File: src/rtl/instr_mem_loader.sv
// Byte-stream loader that assembles little-endian instruction words into memory.
// Holds the CPU in reset until a complete image has been written.
module instr_mem_loader #(
    parameter int N     = 32,
    parameter int DEPTH = 64,
    parameter int AW    = 6
) (
    input  logic          clk,
    input  logic          rst,
    input  logic          start,
    input  logic [AW:0]   load_len,
    input  logic          byte_valid,
    input  logic [7:0]    byte_data,
    output logic          byte_ready,
    output logic          mem_we,
    output logic [N-1:0]  mem_addr,
    output logic [N-1:0]  mem_wdata,
    output logic          busy,
    output logic          done,
    output logic          error,
    output logic          cpu_rst
);

    typedef enum logic [1:0] {
        IDLE,
        RECV,
        WRITE,
        DONE
    } state_t;

    localparam logic [AW:0] DEPTH_W = (AW+1)'(DEPTH);

    state_t        state;
    logic [AW:0]   len;
    logic [AW-1:0] word_idx;
    logic [1:0]    byte_cnt;
    logic [23:0]   word;
    logic          len_ok;
    logic          last_word;

    assign len_ok    = (load_len != '0) && (load_len <= DEPTH_W);
    assign last_word = ({1'b0, word_idx} == len - 1'b1);

    always_ff @(posedge clk) begin
        if (rst) begin
            state      <= IDLE;
            len        <= '0;
            word_idx   <= '0;
            byte_cnt   <= '0;
            word       <= '0;
            byte_ready <= 1'b0;
            mem_we     <= 1'b0;
            mem_addr   <= '0;
            mem_wdata  <= '0;
            busy       <= 1'b0;
            done       <= 1'b0;
            error      <= 1'b0;
            cpu_rst    <= 1'b1;
        end else begin
            mem_we <= 1'b0;
            done   <= 1'b0;
            unique case (state)
                IDLE: begin
                    if (start) begin
                        if (len_ok) begin
                            state      <= RECV;
                            len        <= load_len;
                            word_idx   <= '0;
                            byte_cnt   <= '0;
                            error      <= 1'b0;
                            cpu_rst    <= 1'b1;
                            byte_ready <= 1'b1;
                            busy       <= 1'b1;
                        end else begin
                            error <= 1'b1;
                        end
                    end
                end
                RECV: begin
                    if (byte_valid) begin
                        byte_cnt <= byte_cnt + 2'd1;
                        unique case (byte_cnt)
                            2'd0: word[7:0]   <= byte_data;
                            2'd1: word[15:8]  <= byte_data;
                            2'd2: word[23:16] <= byte_data;
                            2'd3: begin
                                // Final byte goes straight to the write port.
                                state      <= WRITE;
                                byte_ready <= 1'b0;
                                mem_we     <= 1'b1;
                                mem_addr   <= {{(N-AW-2){1'b0}}, word_idx, 2'b00};
                                mem_wdata  <= {byte_data, word};
                            end
                        endcase
                    end
                end
                WRITE: begin
                    if (last_word) begin
                        state <= DONE;
                        done  <= 1'b1;
                    end else begin
                        state      <= RECV;
                        word_idx   <= word_idx + 1'b1;
                        byte_ready <= 1'b1;
                    end
                end
                DONE: begin
                    state   <= IDLE;
                    busy    <= 1'b0;
                    cpu_rst <= 1'b0;
                end
            endcase
        end
    end

endmodule
File: config.mk
export PLATFORM = sky130hd
export DESIGN_NAME = instr_mem_loader
export DESIGN_NICKNAME = d
export VERILOG_FILES = /design/src/rtl/instr_mem_loader.sv
export SDC_FILE = /design/constraint.sdc
export NUM_CORES = 1
export LEC_CHECK = 0
export BUFFER_PORTS_ARGS = -buffer_cell sky130_fd_sc_hd__buf_2
export CELL_PAD_IN_SITES_DETAIL_PLACEMENT = 0
export CELL_PAD_IN_SITES_GLOBAL_PLACEMENT = 1
export CORE_MARGIN = 2
export CORE_UTILIZATION = 35
export CTS_CLUSTER_DIAMETER = 40
export DETAILED_ROUTE_END_ITERATION = 16
export PLACE_DENSITY_LB_ADDON = 0.2
export SYNTH_ARGS = -nofsm -noshare
export SYNTH_HDL_FRONTEND = slang
export SYNTH_SLANG_ARGS = --single-unit
File: constraint.sdc
create_clock -name clk -period 5.25 [get_ports clk]
set_input_delay 0.525 -clock clk [delete_from_list [all_inputs] [get_ports clk]]
set_output_delay 0.525 -clock clk [all_outputs]
set_load 0.02 [all_outputs]
==> results.toml, run 1 <==
[timing]
fin_crit_ns = 2.590
max_freq_mhz = 386.1
relSlewSlack_pct = 35.33
rsz_0062_raised_after_global_routing = "false"
setup_total_negative_slack_ns = 0
worst_pin_slew_ns = 0.9619
timing.final.crit_share_pct = 49.33
finalClockSkew_ns = 0.01007
finalSetupViolCount = 0
hold_slack_ns = 0.4238
timing.final.max_slew_violations = 0
final_hold_viol_count = 0

[global_routing]
largest_net_degree_at_the_start_of_global_routing = 82
grt_first_pass_wirelength_um = 13870
grt_pass1_vias = 2759
overflow = 0
global_router_s_overall_resource_usage_pct = 15.53
grt_antenna_before_repair = 0

[run_status]
run_status = "finished clean"

[cts]
cts-buffers-inserted = 9
cts_setup_buffers = 0
cts.repair.resized = 0
ctsLongestPathBuffers = 2
ctsRootBufferMaster = "clkbuf_8"
hold_buffers = 0
clock_sinks = 85
cts.clk_slew.worst_paths_ns = 0.09
cts_h_tree_depth = 3
later_pin_clock_latency_in_the_skew_report_ns = 0.35
tritoncts = "done"

[cells_and_area]
layout-drive-gt1-share_pct = 17.75
antennaDiodeCount = 0
area_delta_synth_final_pct = 13.09
final_common_cell = "nand2_1"
mostFrequentLayoutCells = "nand2_1 (143), dfxtp_1 (85), a21oi_1 (74)"
fill_cells = 1119
finalInstanceArea_mm2 = 0.004106
fin_nets = 527
final_core_utilization_pct = 40.32

[setup_path]
reg2regPathDepth = 8
critical_path.reg2reg.endpoint = "word_idx[0]"
crit_path_top_delay_cell = "o31ai_1"
critical_path.endpoint_type = "register"
worstPathCellList = "inv_1 > ha_1 > or3b_1 > nor3_1 > xor2_1 > o31ai_1 > nor2_1 > o32ai_1"
crit_cells = 8
cp.required_ns = 5.51
slowest_delay_ns = 0.82
worst-setup-path-type = "reg2reg"
critical_path.startpoint_type = "register"
worst_reg2reg_setup_slack_ns = 2.66
crit_buf_inv = 1
rr_startpoint = "len[0]"
worstPathMaxFanout = 9
worst_ep_arrival_time_ns = 2.85
critical-path-top-delay-family = "compound AO/OA/AOI/OAI gates"

[synth]
async_flop_share_pct = 0
synth.yosys.warnings = 0
ffs_latches_synth = 85
syn_avg_cell_area_um2 = 8.069
netlist_area_mm2 = 0.003631
synth_cells = 450
distinct_cell_type_count_after_synthesis = 45
synth_edf_count = 0
seq_area_frac_synth_pct = 46.86
synth-main-ff-cell = "dfxtp_1"

[die]
die_height_um = 105.9
coreArea_mm2 = 0.01018
io-pin-count = 89
rows = 37
die_x_um = 105.9
start_util_pct = 35.65
dieArea_mm2 = 0.01121

[power]
pwr_density_cell_mw_per_mm2 = 289.5
power.total_uw = 1189
power.static_leakage_uw = 0.001656
worst_ir_drop_vdd_v = 0.0001088

[placement]
port-buffer-count = 62
postPlaceCellArea_mm2 = 0.003931
place_hpwl_um = 5837
place_congestion = 0.7976

[min_path]
hold_path_class = "in2reg"
whs_endpoint = "len[1]"
min-delay-start = "load_len[1]"
hold-path-cell-count = 3

[routing]
drt-pass1-iter-count = 4
drt-total-wl_um = 8574
drtAntennaViolNets = 0
post_drt_via_cell_ratio = 4.715
post-route-drc-count = 0
via_count = 3032
drt-wirelength-per-cell_um = 13.33
initialDrtViolationCount = 100

[run]
max-cap-violations = 0
[cell usage after synthesis (3+ instances only)]
cell type | count | share of area [%]
a21oi_1 | 74 | 10
nor3_1 | 4 | 0.55
dfxtp_1 | 85 | 47
and3_1 | 6 | 1.0
inv_1 | 9 | 0.93
ha_1 | 6 | 2.1
nand2b_1 | 5 | 0.86
nand3_1 | 3 | 0.41
xor2_1 | 5 | 1.2
buf_4 | 26 | 5.4
clkbuf_1 | 20 | 2.1
mux2i_1 | 7 | 1.9
nand2_1 | 143 | 15
nor2_1 | 14 | 1.4
[per-layer routing]
metal / GRT usage, % / routed length [um] / vias up / part of all wire [%]
met1: 21.38 / 4358 / 1407 / 51
met2: 23.55 / 3814 / 71 / 44
met5: 0 / 0 / - / 0
li1: - / - / 1550 / -
met4: 6.861 / 60 / 0 / 0.70
met3: 3.030 / 341 / 4 / 4.0
[tightest hold or removal path, cell delays in order]
cell and delay [ns]:
buf_2 0.09, mux2i_1 0.06, nor2_1 0.07
[registers in the layout, summed over array words and instances, names as in the netlist]
register,flops
byte_ready,1
cpu_rst,1
word,24
mem_wdata,32
len,7
done,1
mem_addr,6
word_idx,6
busy,1
state,2
mem_we,1
byte_cnt,2
error,1
[stage by stage]
step,worst slack [ns],std cells
global placement,2.819,627
global route,2.316,643
finish,2.660,643
detailed placement,2.722,627
CTS,2.700,643
floorplan,2.937,475
[area by class of cell]
cell class              instances  area, um2  share of cell area (%)
repair buffers                 65      332.8                   8.105
clock buffers                  10      127.6                   3.108
well taps                     136      170.2                   4.144
clock inverters                 6      47.55                   1.158
multi-input cells             332       1693                   41.22
inverters                       9      33.78                  0.8227
flip-flops and latches         85       1702                   41.44
[cells by family after synthesis]
group | synth area share, %
adder cells (fa/ha/maj) | 2.067
AND/OR/NAND/NOR | 22.92
AO/OA/AOI/OAI | 15.33
flip-flops | 46.86
multiplexers | 1.930
other | 0.1033
buffers and inverters | 9.097
XOR/XNOR | 1.689
[worst max path at each step]
stage | start | endpoint | slack (ns)
6_report | len[0] | word_idx[0] | 2.66
5_1_grt | len[0] | word_idx[0] | 2.32
4_1_cts | len[0] | word_idx[0] | 2.70
3_5_place_dp | len[0] | word_idx[0] | 2.72
3_3_place_gp | load_len[0] | word_idx[5] | 2.82
2_1_floorplan | load_len[0] | word_idx[5] | 2.94
[where the power goes]
group | switching (uW) | internal [uW]
Combinational | 73.1 | 29.9
Clock | 249 | 175
Sequential | 8.64 | 653
Total | 331 | 858
Note: power is estimated with default switching activity, not from simulation.
==> run 2: changes to the inputs <==
- clock period: 5.25 -> 2.43 ns (I/O delays scaled with it)
==> run 2 against run 1 <==
Routed wire length increased by 0.96%; total power increased by 130%; register-to-register slack got worse by 2.5 ns; largest cell class is now multi-input gates; fmax increased by 16%; setup slack got worse by 2.5 ns; die area unchanged; first-iteration DRC count increased by 60%; via count increased by 0.73%; sequential power increased by 120%; non-clock buffer count increased by 7; hold slack got worse by 0.28 ns; sequential cell count unchanged.
==> results.toml, run 2 (synthesized netlist as in run 1, its figures left out) <==
[run_status]
run_status = "finished clean"

[cells_and_area]
stdcell_count = 649
layout-drive-gt1-share_pct = 19.49
mostFrequentLayoutCells = "nand2_1 (143), dfxtp_1 (85), a21oi_1 (74)"
fin_nets = 534
finalInstanceArea_mm2 = 0.004207
seq_area_mm2 = 0.001702
antennaDiodeCount = 0
fill_cells = 1082
final_common_cell = "nand2_1"
max_flop_register = "mem_wdata"
multiInputGateArea_mm2 = 0.001708
largestRegisters = "mem_wdata x32, word x24, len x7"
largest_reg_flops = 32
area_delta_synth_final_pct = 15.85

[setup_path]
timing.critical_path.from = "len[1]"
critical_path.endpoint_type = "register"
critical_path.startpoint_type = "register"
rr_startpoint = "len[1]"
worstPathCellList = "inv_1 > ha_1 > or3b_4 > nor3_2 > xor2_1 > o31ai_2 > buf_4 > or3_1 > a21oi_1"
worst-setup-path-type = "reg2reg"
cp.required_ns = 2.71
worst_ep_arrival_time_ns = 2.52
crit_path_top_delay_cell = "or3b_4"
worstPathMaxFanout = 6
slowest_delay_ns = 0.40
reg2regPathDepth = 9

[power]
pwr_density_cell_mw_per_mm2 = 636.7
power.combinational.fraction_pct = 8.9
power.static_leakage_uw = 0.001716
seq_power_share_pct = 53.4
clock_power_share_pct = 37.7
switching_share_pct = 26.62
power.total_uw = 2678
power.net_switching_uw = 712.9
internal_portion_of_total_power_uw = 1966
worst_ir_drop_vdd_v = 0.0003273

[routing]
via_count = 3054
post-route-drc-count = 0
drt-total-wl_um = 8656
drt-wirelength-per-cell_um = 13.34
drt-pass1-iter-count = 4
initialDrtViolationCount = 160
drtAntennaViolNets = 0
post_drt_via_cell_ratio = 4.706

[cts]
ctsRootBufferMaster = "clkbuf_8"
cts_setup_buffers = 0
clock_sinks = 85
later_pin_clock_latency_in_the_skew_report_ns = 0.34
tritoncts = "done"
cts-buffers-inserted = 9
ctsLongestPathBuffers = 2
cts.clk_slew.worst_paths_ns = 0.09
cts_h_tree_depth = 3
hold_buffers = 0

[die]
io-pin-count = 89
coreArea_mm2 = 0.01018
rows = 37
start_util_pct = 35.65
dieArea_mm2 = 0.01121
die_x_um = 105.9
die_height_um = 105.9

[timing]
timing.final.crit_share_pct = 91.86
worst_pin_slew_ns = 0.8112
fin_crit_ns = 2.232
max_freq_mhz = 448.0
finalClockSkew_ns = 0.01009
setup_total_negative_slack_ns = 0
relSlewSlack_pct = 45.92
final_hold_viol_count = 0
finalSetupViolCount = 0
rsz_0062_raised_after_global_routing = "false"
timing.final.max_slew_violations = 0

[global_routing]
overflow = 0
grt_antenna_before_repair = 0
largest_net_degree_at_the_start_of_global_routing = 43
global_router_s_overall_resource_usage_pct = 15.73
grt_pass1_vias = 2732
grt_first_pass_wirelength_um = 13880

[min_path]
hold-path-cell-count = 3
hold_path_class = "in2reg"
min-delay-start = "load_len[2]"

[placement]
place_hpwl_um = 6060
place_congestion = 0.8397
port-buffer-count = 62
postPlaceCellArea_mm2 = 0.003996
numPlacedInstances = 634

[run]
max-cap-violations = 0
-- run 2: cell types whose count changed in the layout (fill, tap and decap cells not counted), sizes merged --
cell      previous run  this run
inv                 10        11
clkbuf              10         9
clkinvlp             4         2
bufinv               0         1
buf                 65        72
-- run 2: final timing paths --
kind | endpoint | slack (ns)
max | word_idx[4] | 0.20
min | len[2] | 0.15
max reg2reg | word_idx[4] | 0.20
min reg2reg | mem_wdata[8] | 0.45
-- run 2: timing repair --
action	in CTS	in global routing
hold endpoints to repair	0	0
endpoints found under the setup margin	0	5
resized for setup	0	4
-- run 2: stage by stage --
step                util [%]  hold slack (ns)  setup WS (ns)
floorplan                  -           0.3790         0.1787
global placement       39.24           0.4418         0.1216
detailed placement     39.24           0.4441        0.06577
CTS                    41.15           0.1348        0.04135
global route           41.30           0.1545       0.006541
finish                 41.30           0.1466         0.1979
-- run 2: power by group through the flow --
stage	clock network [uW]	logic (uW)	registers (uW)
2_1_floorplan	0	187	1460
5_1_grt	1110	265	1430
4_1_cts	1040	233	1430
3_5_place_dp	0	233	1460
6_report	1010	239	1430
3_3_place_gp	0	230	1460
-- run 2: critical path: cells and delay by family, from the launching register on --
family | cells | cell delay [ns]
simple gates | 3 | 0.87
buf+inv | 2 | 0.23
fa+ha+maj | 1 | 0.18
compound gates | 2 | 0.27
xor+xnor | 1 | 0.28
flops | 1 | 0.34
-- run 2: cell type report --
class / instances / area share (%)
Inverter: 9 / 0.8031
Timing Repair Buffer: 72 / 9.459
Sequential cell: 85 / 40.45
Multi-Input combinational cell: 332 / 40.60
Tap cell: 136 / 4.045
Clock buffer: 9 / 2.945
Clock inverter: 6 / 1.695
-- run 2: routing by layer --
metal / track usage, % / share of wire, % / vias to the layer above / wire length, um
met3: 3.030 / 4.5 / 13 / 393
met4: 5.451 / 1.5 / 0 / 127
li1: - / - / 1551 / -
met2: 23.46 / 43 / 79 / 3709
met1: 22.62 / 51 / 1411 / 4426
met5: 0 / 0 / - / 0
